==> src/rtl/vector_serializer.sv <==
`default_nettype none
// ============================================================================
// Module   : vector_serializer
// Brief    : Captures a SIZE-word signed vector in one cycle and streams it
//            out one word per valid/ready transfer, element 0 first.
// Revision : 1.0 - initial release
// ============================================================================
module vector_serializer #(
  parameter int WIDTH   = 16,
  parameter int SIZE    = 64,
  parameter int LOGSIZE = 6
) (
  input  logic                    clk,
  input  logic                    reset_n,
  input  logic                    load_valid,
  output logic                    load_ready,
  input  logic signed [WIDTH-1:0] load_data [SIZE-1:0],
  input  logic        [LOGSIZE:0] load_len,
  output logic signed [WIDTH-1:0] out_data,
  output logic                    out_valid,
  input  logic                    out_ready,
  output logic                    out_last,
  output logic                    busy
);

  localparam logic [0:0]       c_st_idle   = 1'b0;
  localparam logic [0:0]       c_st_stream = 1'b1;
  localparam logic [LOGSIZE:0] c_size_len  = (LOGSIZE+1)'(SIZE);

  logic [0:0]              r_state;
  logic [LOGSIZE-1:0]      r_index;
  logic [LOGSIZE-1:0]      r_last_idx;
  logic signed [WIDTH-1:0] r_buf [SIZE-1:0];
  logic signed [WIDTH-1:0] r_out_data;
  logic                    r_out_valid;
  logic                    r_out_last;

  logic                    w_xfer;
  logic                    w_load;
  logic [LOGSIZE:0]        w_len_eff;
  logic [LOGSIZE-1:0]      w_len_last_idx;
  logic [LOGSIZE-1:0]      w_next_idx;

  logic [0:0]              w_state_nxt;
  logic [LOGSIZE-1:0]      w_index_nxt;
  logic [LOGSIZE-1:0]      w_last_idx_nxt;
  logic signed [WIDTH-1:0] w_data_nxt;
  logic                    w_valid_nxt;
  logic                    w_last_nxt;

  // load_ready reopens on the final transfer so a new vector follows with no bubble
  always_comb begin
    w_xfer     = r_out_valid && out_ready;
    load_ready = (r_state == c_st_idle) || (w_xfer && r_out_last);
    w_load     = load_valid && load_ready;
  end

  // A zero or oversized length means the whole vector
  always_comb begin
    if ((load_len == '0) || (load_len > c_size_len)) begin
      w_len_eff = c_size_len;
    end else begin
      w_len_eff = load_len;
    end
    w_len_last_idx = LOGSIZE'(w_len_eff - (LOGSIZE+1)'(1));
    w_next_idx     = r_index + LOGSIZE'(1);
  end

  always_comb begin
    w_state_nxt    = r_state;
    w_index_nxt    = r_index;
    w_last_idx_nxt = r_last_idx;
    w_data_nxt     = r_out_data;
    w_valid_nxt    = r_out_valid;
    w_last_nxt     = r_out_last;
    if (w_load) begin
      // Word 0 comes straight from the load bus so it is valid the next cycle
      w_state_nxt    = c_st_stream;
      w_index_nxt    = '0;
      w_last_idx_nxt = w_len_last_idx;
      w_data_nxt     = load_data[0];
      w_valid_nxt    = 1'b1;
      w_last_nxt     = (w_len_last_idx == '0);
    end else if (w_xfer) begin
      if (r_out_last) begin
        w_state_nxt = c_st_idle;
        w_index_nxt = '0;
        w_data_nxt  = '0;
        w_valid_nxt = 1'b0;
        w_last_nxt  = 1'b0;
      end else begin
        w_index_nxt = w_next_idx;
        w_data_nxt  = r_buf[w_next_idx];
        w_last_nxt  = (w_next_idx == r_last_idx);
      end
    end
  end

  always_ff @(posedge clk or negedge reset_n) begin
    if (!reset_n) begin
      r_state     <= c_st_idle;
      r_index     <= '0;
      r_last_idx  <= '0;
      r_out_data  <= '0;
      r_out_valid <= 1'b0;
      r_out_last  <= 1'b0;
    end else begin
      r_state     <= w_state_nxt;
      r_index     <= w_index_nxt;
      r_last_idx  <= w_last_idx_nxt;
      r_out_data  <= w_data_nxt;
      r_out_valid <= w_valid_nxt;
      r_out_last  <= w_last_nxt;
    end
  end

  // The buffer is only written on an accepted load
  always_ff @(posedge clk or negedge reset_n) begin
    if (!reset_n) begin
      for (int i = 0; i < SIZE; i++) begin
        r_buf[i] <= '0;
      end
    end else if (w_load) begin
      for (int i = 0; i < SIZE; i++) begin
        r_buf[i] <= load_data[i];
      end
    end
  end

  assign out_data  = r_out_data;
  assign out_valid = r_out_valid;
  assign out_last  = r_out_last;
  assign busy      = (r_state == c_st_stream);

endmodule
`default_nettype wire

==> config.mk <==
export PLATFORM = sky130hd
export DESIGN_NAME = vector_serializer
export DESIGN_NICKNAME = d
export VERILOG_FILES = /design/src/rtl/vector_serializer.sv
export SDC_FILE = /design/constraint.sdc
export NUM_CORES = 2
export LEC_CHECK = 0
export ABC_AREA = 1
export CAP_MARGIN = 25
export CORE_AREA = 5 5 403 405
export CTS_CLUSTER_SIZE = 24
export DETAILED_ROUTE_END_ITERATION = 8
export DIE_AREA = 0 0 408 410
export HOLD_SLACK_MARGIN = 0.03
export PLACE_DENSITY = 0.51
export SYNTH_ARGS = -nofsm -noshare
export SYNTH_HDL_FRONTEND = slang
export SYNTH_SLANG_ARGS = --single-unit
==> constraint.sdc <==
create_clock -name clk -period 2.3 [get_ports clk]
set_input_delay 0.575 -clock clk [delete_from_list [all_inputs] [get_ports clk]]
set_output_delay 0.575 -clock clk [all_outputs]
set_load 0.01 [all_outputs]
==> flow_summary_export.csv <==
group,metric,value,unit
floorplan,fp.dieH,410,um
sta,finalSetupViolCount,17,
sta,hold_viol,0,
placed_design,gp_congestion,0.9204,
floorplan,coreArea,158000,um2
pwr,total_power,109.1,mW
yosys,synth_fp_nets,7401,
sta,drv_slew,0,
worst_setup_path,cp_slowest_cell,"dfrtp_4",
clock_network,clk_pin_slew,0.06,ns
sta,fin_crit_sh,1.057,
placed_design,portBuffers,1054,
detailed_routing,drc,0,
placed_design,dp.final_hpwl,183500,um
pwr,p_leak,33.28,nW
final_layout,area_delta_synth_final,44.71,%
global_route,track_usage,0.2775,
global_route,antenna_found_initial,90,
worst_setup_path,worst-path-buf-inv,4,
detailed_routing,ant_nets,0,
clock_network,clock_path_buffers,3,
placed_design,pre_cts_slack,-0.5097,ns
job,cap_violations,0,
detailed_routing,num_vias,48467,
global_route,grt_max_degree,101,
worst_setup_path,cp.arrival,3.04,ns
pwr,power_frac_comb,0.526,
sta,period_needed,2.430,ns
yosys,syn_inst,6364,
worst_setup_path,cp_top_family,"simple AND/OR/NAND/NOR gates",
worst_setup_path,crit_type,"reg2reg",
yosys,synth.ff_latch_count,1054,
sta,fin_hold_ws,0.3191,ns
outcome,status,"complete, but fails checks",
floorplan,die_w,408,um
worst_setup_path,end_kind,"flip-flop",
global_route,grt_pass1_vias,48334,
final_layout,drive_gt1_frac,0.1090,
detailed_routing,drt_iter0_markers,4174,
clock_network,insertion_delay,0.76,ns
placed_design,placed_cell_area,65350,um2
placed_design,placedCellCount,9438,
yosys,yosysSeqAreaShare,0.5305,
worst_setup_path,crit_fanout,7,
worst_setup_path,ff2ff_setup_slack,-0.13,ns
final_layout,stdcell_area,71950,um2
clock_network,root_buffer,"clkbuf_16",
clock_network,h-tree-depth,4,
final_layout,fillers,15774,
worst_setup_path,slowest_delay,0.50,ns
yosys,avgSynthCellArea,7.813,um2
pwr,switchingPower,46.98,mW
sta,fin_skew,0.03137,ns
worst_setup_path,worstPathCellList,"ha_4 -> buf_12 -> buf_12 -> buf_12 -> o211ai_1 -> nand3_1 -> nand3_4 -> buf_4 -> nand3_1 -> nand3_4 -> nand3b_1",
final_layout,final_cells,9767,
floorplan,io-pin-count,1055,
worst_setup_path,cpMostUsedCell,"buf_12",
worst_setup_path,required,2.91,ns
clock_network,clock_sinks,1054,
sta,tns,-0.9638,ns
final_layout,layout.nets,8582,
sta,worstMarginPinSlew,0.6635,ns
detailed_routing,detail_route.vias_per_cell,4.962,
detailed_routing,routedWlPerCell,24.64,um
sta,rsz0062_at_grt,"yes",
pwr,internal_power,62.13,mW
sta,slew_headroom,0.5577,
detailed_routing,drt_pass1_iterations,5,
pwr,swShare,0.4306,
global_route,grt_first_pass_wirelength,340900,um
floorplan,rows,146,
floorplan,die-area,167300,um2
clock_network,cts_buffers,130,
global_route,grt_overflow,0,
floorplan,start_util,0.3147,
worst_setup_path,start_kind,"flip-flop",
yosys,netlist_area,49720,um2
pwr,power_frac_seq,0.282,
outcome,violations,"negative setup slack",
yosys,synthDistinctLibCells,30,
pwr,power_density,1517,nW/um2
pwr,ir_worst_vdd,0.7950,mV
clock_network,tritoncts,"built",
yosys,yosysWarningCount,0,
detailed_routing,wirelength,240700,um
sta,clock.fmax,411.5,MHz
pwr,clock_power_share,0.192,
sta,fin_ws,-0.1302,ns
final_layout,post-route-util,0.4553,
hold_path,hold_path_class,"in2async",
power groups by stage:
stage,logic [mW],clock network (mW),registers [mW]
floorplan,26.4,0,30.0
global placement,49.7,0,30.8
CTS,54.5,21.4,30.7
detailed placement,50.1,0,31.0
finish,57.4,20.9,30.8
global route,62.3,22.1,31.6
layout by cell type, fill, tap and decap left out, drive strengths merged:
| cell | Yosys | final |
|---|---|---|
| dfrtp | 1054 | 1054 |
| clkinvlp | 0 | 3 |
| xnor2 | 4 | 4 |
| bufbuf | 0 | 3 |
| nor2 | 28 | 28 |
| diode | 0 | 53 |
| nand3b | 12 | 12 |
| a31oi | 4 | 4 |
| clkdlybuf4s50 | 0 | 1033 |
| nand3 | 572 | 572 |
| xnor3 | 1 | 1 |
| a21oi | 181 | 181 |
| buf | 303 | 434 |
| inv | 623 | 628 |
| dlygate4sd3 | 0 | 1 |
| xor2 | 5 | 5 |
| clkbuf | 147 | 205 |
| clkinv | 0 | 20 |
| clkdlybuf4s15 | 0 | 1 |
| o21ai | 804 | 804 |
| ha | 2 | 2 |
| nor3 | 1 | 1 |
| o22ai | 3 | 3 |
| bufinv | 0 | 5 |
| nand2 | 2393 | 2393 |
| dlygate4sd2 | 0 | 18 |
| nand4 | 2 | 2 |
| o211ai | 225 | 225 |
registers in the layout, indices dropped and copies added, names as in the netlist:
| name | count |
|---|---|
| out_data | 16 |
| out_last | 1 |
| out_valid | 1 |
| r_buf | 1024 |
| r_index | 6 |
| r_last_idx | 6 |
synthesized netlist by cell type (all sizes together):
| master | n | area, um2 |
|---|---|---|
| inv | 623 | 2338 |
| clkbuf | 147 | 551.8 |
| nor2 | 28 | 120.1 |
| ha | 2 | 25.02 |
| dfrtp | 1054 | 26380 |
| o22ai | 3 | 18.77 |
| xor2 | 5 | 70.08 |
| buf | 303 | 1538 |
| xnor2 | 4 | 42.55 |
| o21ai | 804 | 4028 |
| nand2 | 2393 | 8985 |
| nand4 | 2 | 27.53 |
| nand3b | 12 | 90.09 |
| nand3 | 572 | 2863 |
| a21oi | 181 | 905.9 |
| xnor3 | 1 | 22.52 |
| nor3 | 1 | 5.000 |
| o211ai | 225 | 1689 |
| a31oi | 4 | 25.02 |
area by class of cell:
type                    count  area, um2  share of cell area
flip-flops and latches   1054      26380              0.3667
multi-input cells        4237      20170              0.2803
repair buffers           1499      16010              0.2225
clock buffers             196       3920             0.05448
well taps                2072       2592             0.03603
inverters                 623       2369             0.03292
clock inverters            33      381.6            0.005304
diodes                     53      132.6            0.001843
what timing repair did:
action	CTS	global route
gates cloned	10	9
pin swaps	36	86
endpoints found under the hold margin	13	0
endpoints found under the setup margin	37	17
gates resized for setup	190	152
setup buffers	18	14
hold buffers	1	0
per-layer routing:
metal,up-vias,track usage,wire (um)
li1,22748,-,-
met1,23482,0.3477,97310
met2,1817,0.4557,115200
met3,384,0.06828,17640
met4,36,0.1223,10280
met5,-,0,251
kinds of logic after synthesis:
| logic type | synth area share |
|---|---|
| simple gates | 0.2432 |
| fa+ha+maj | 0.0005032 |
| buf+inv | 0.08906 |
| xor+xnor | 0.002718 |
| compound gates | 0.1341 |
| flops | 0.5305 |
worst paths after layout:
check                                     from  depth (start not counted)            to
max in group asynchronous              reset_n                          4    r_buf[449]
min in group clk                load_data[723]                          3    r_buf[723]
worst min-delay path                   reset_n                          2    r_buf[940]
worst max register to register      r_index[0]                         11  out_data[12]
worst max-delay path                r_index[0]                         11  out_data[12]
worst min register to register      r_buf[751]                          2    r_buf[751]
Note: power is estimated with default switching activity, not from simulation.
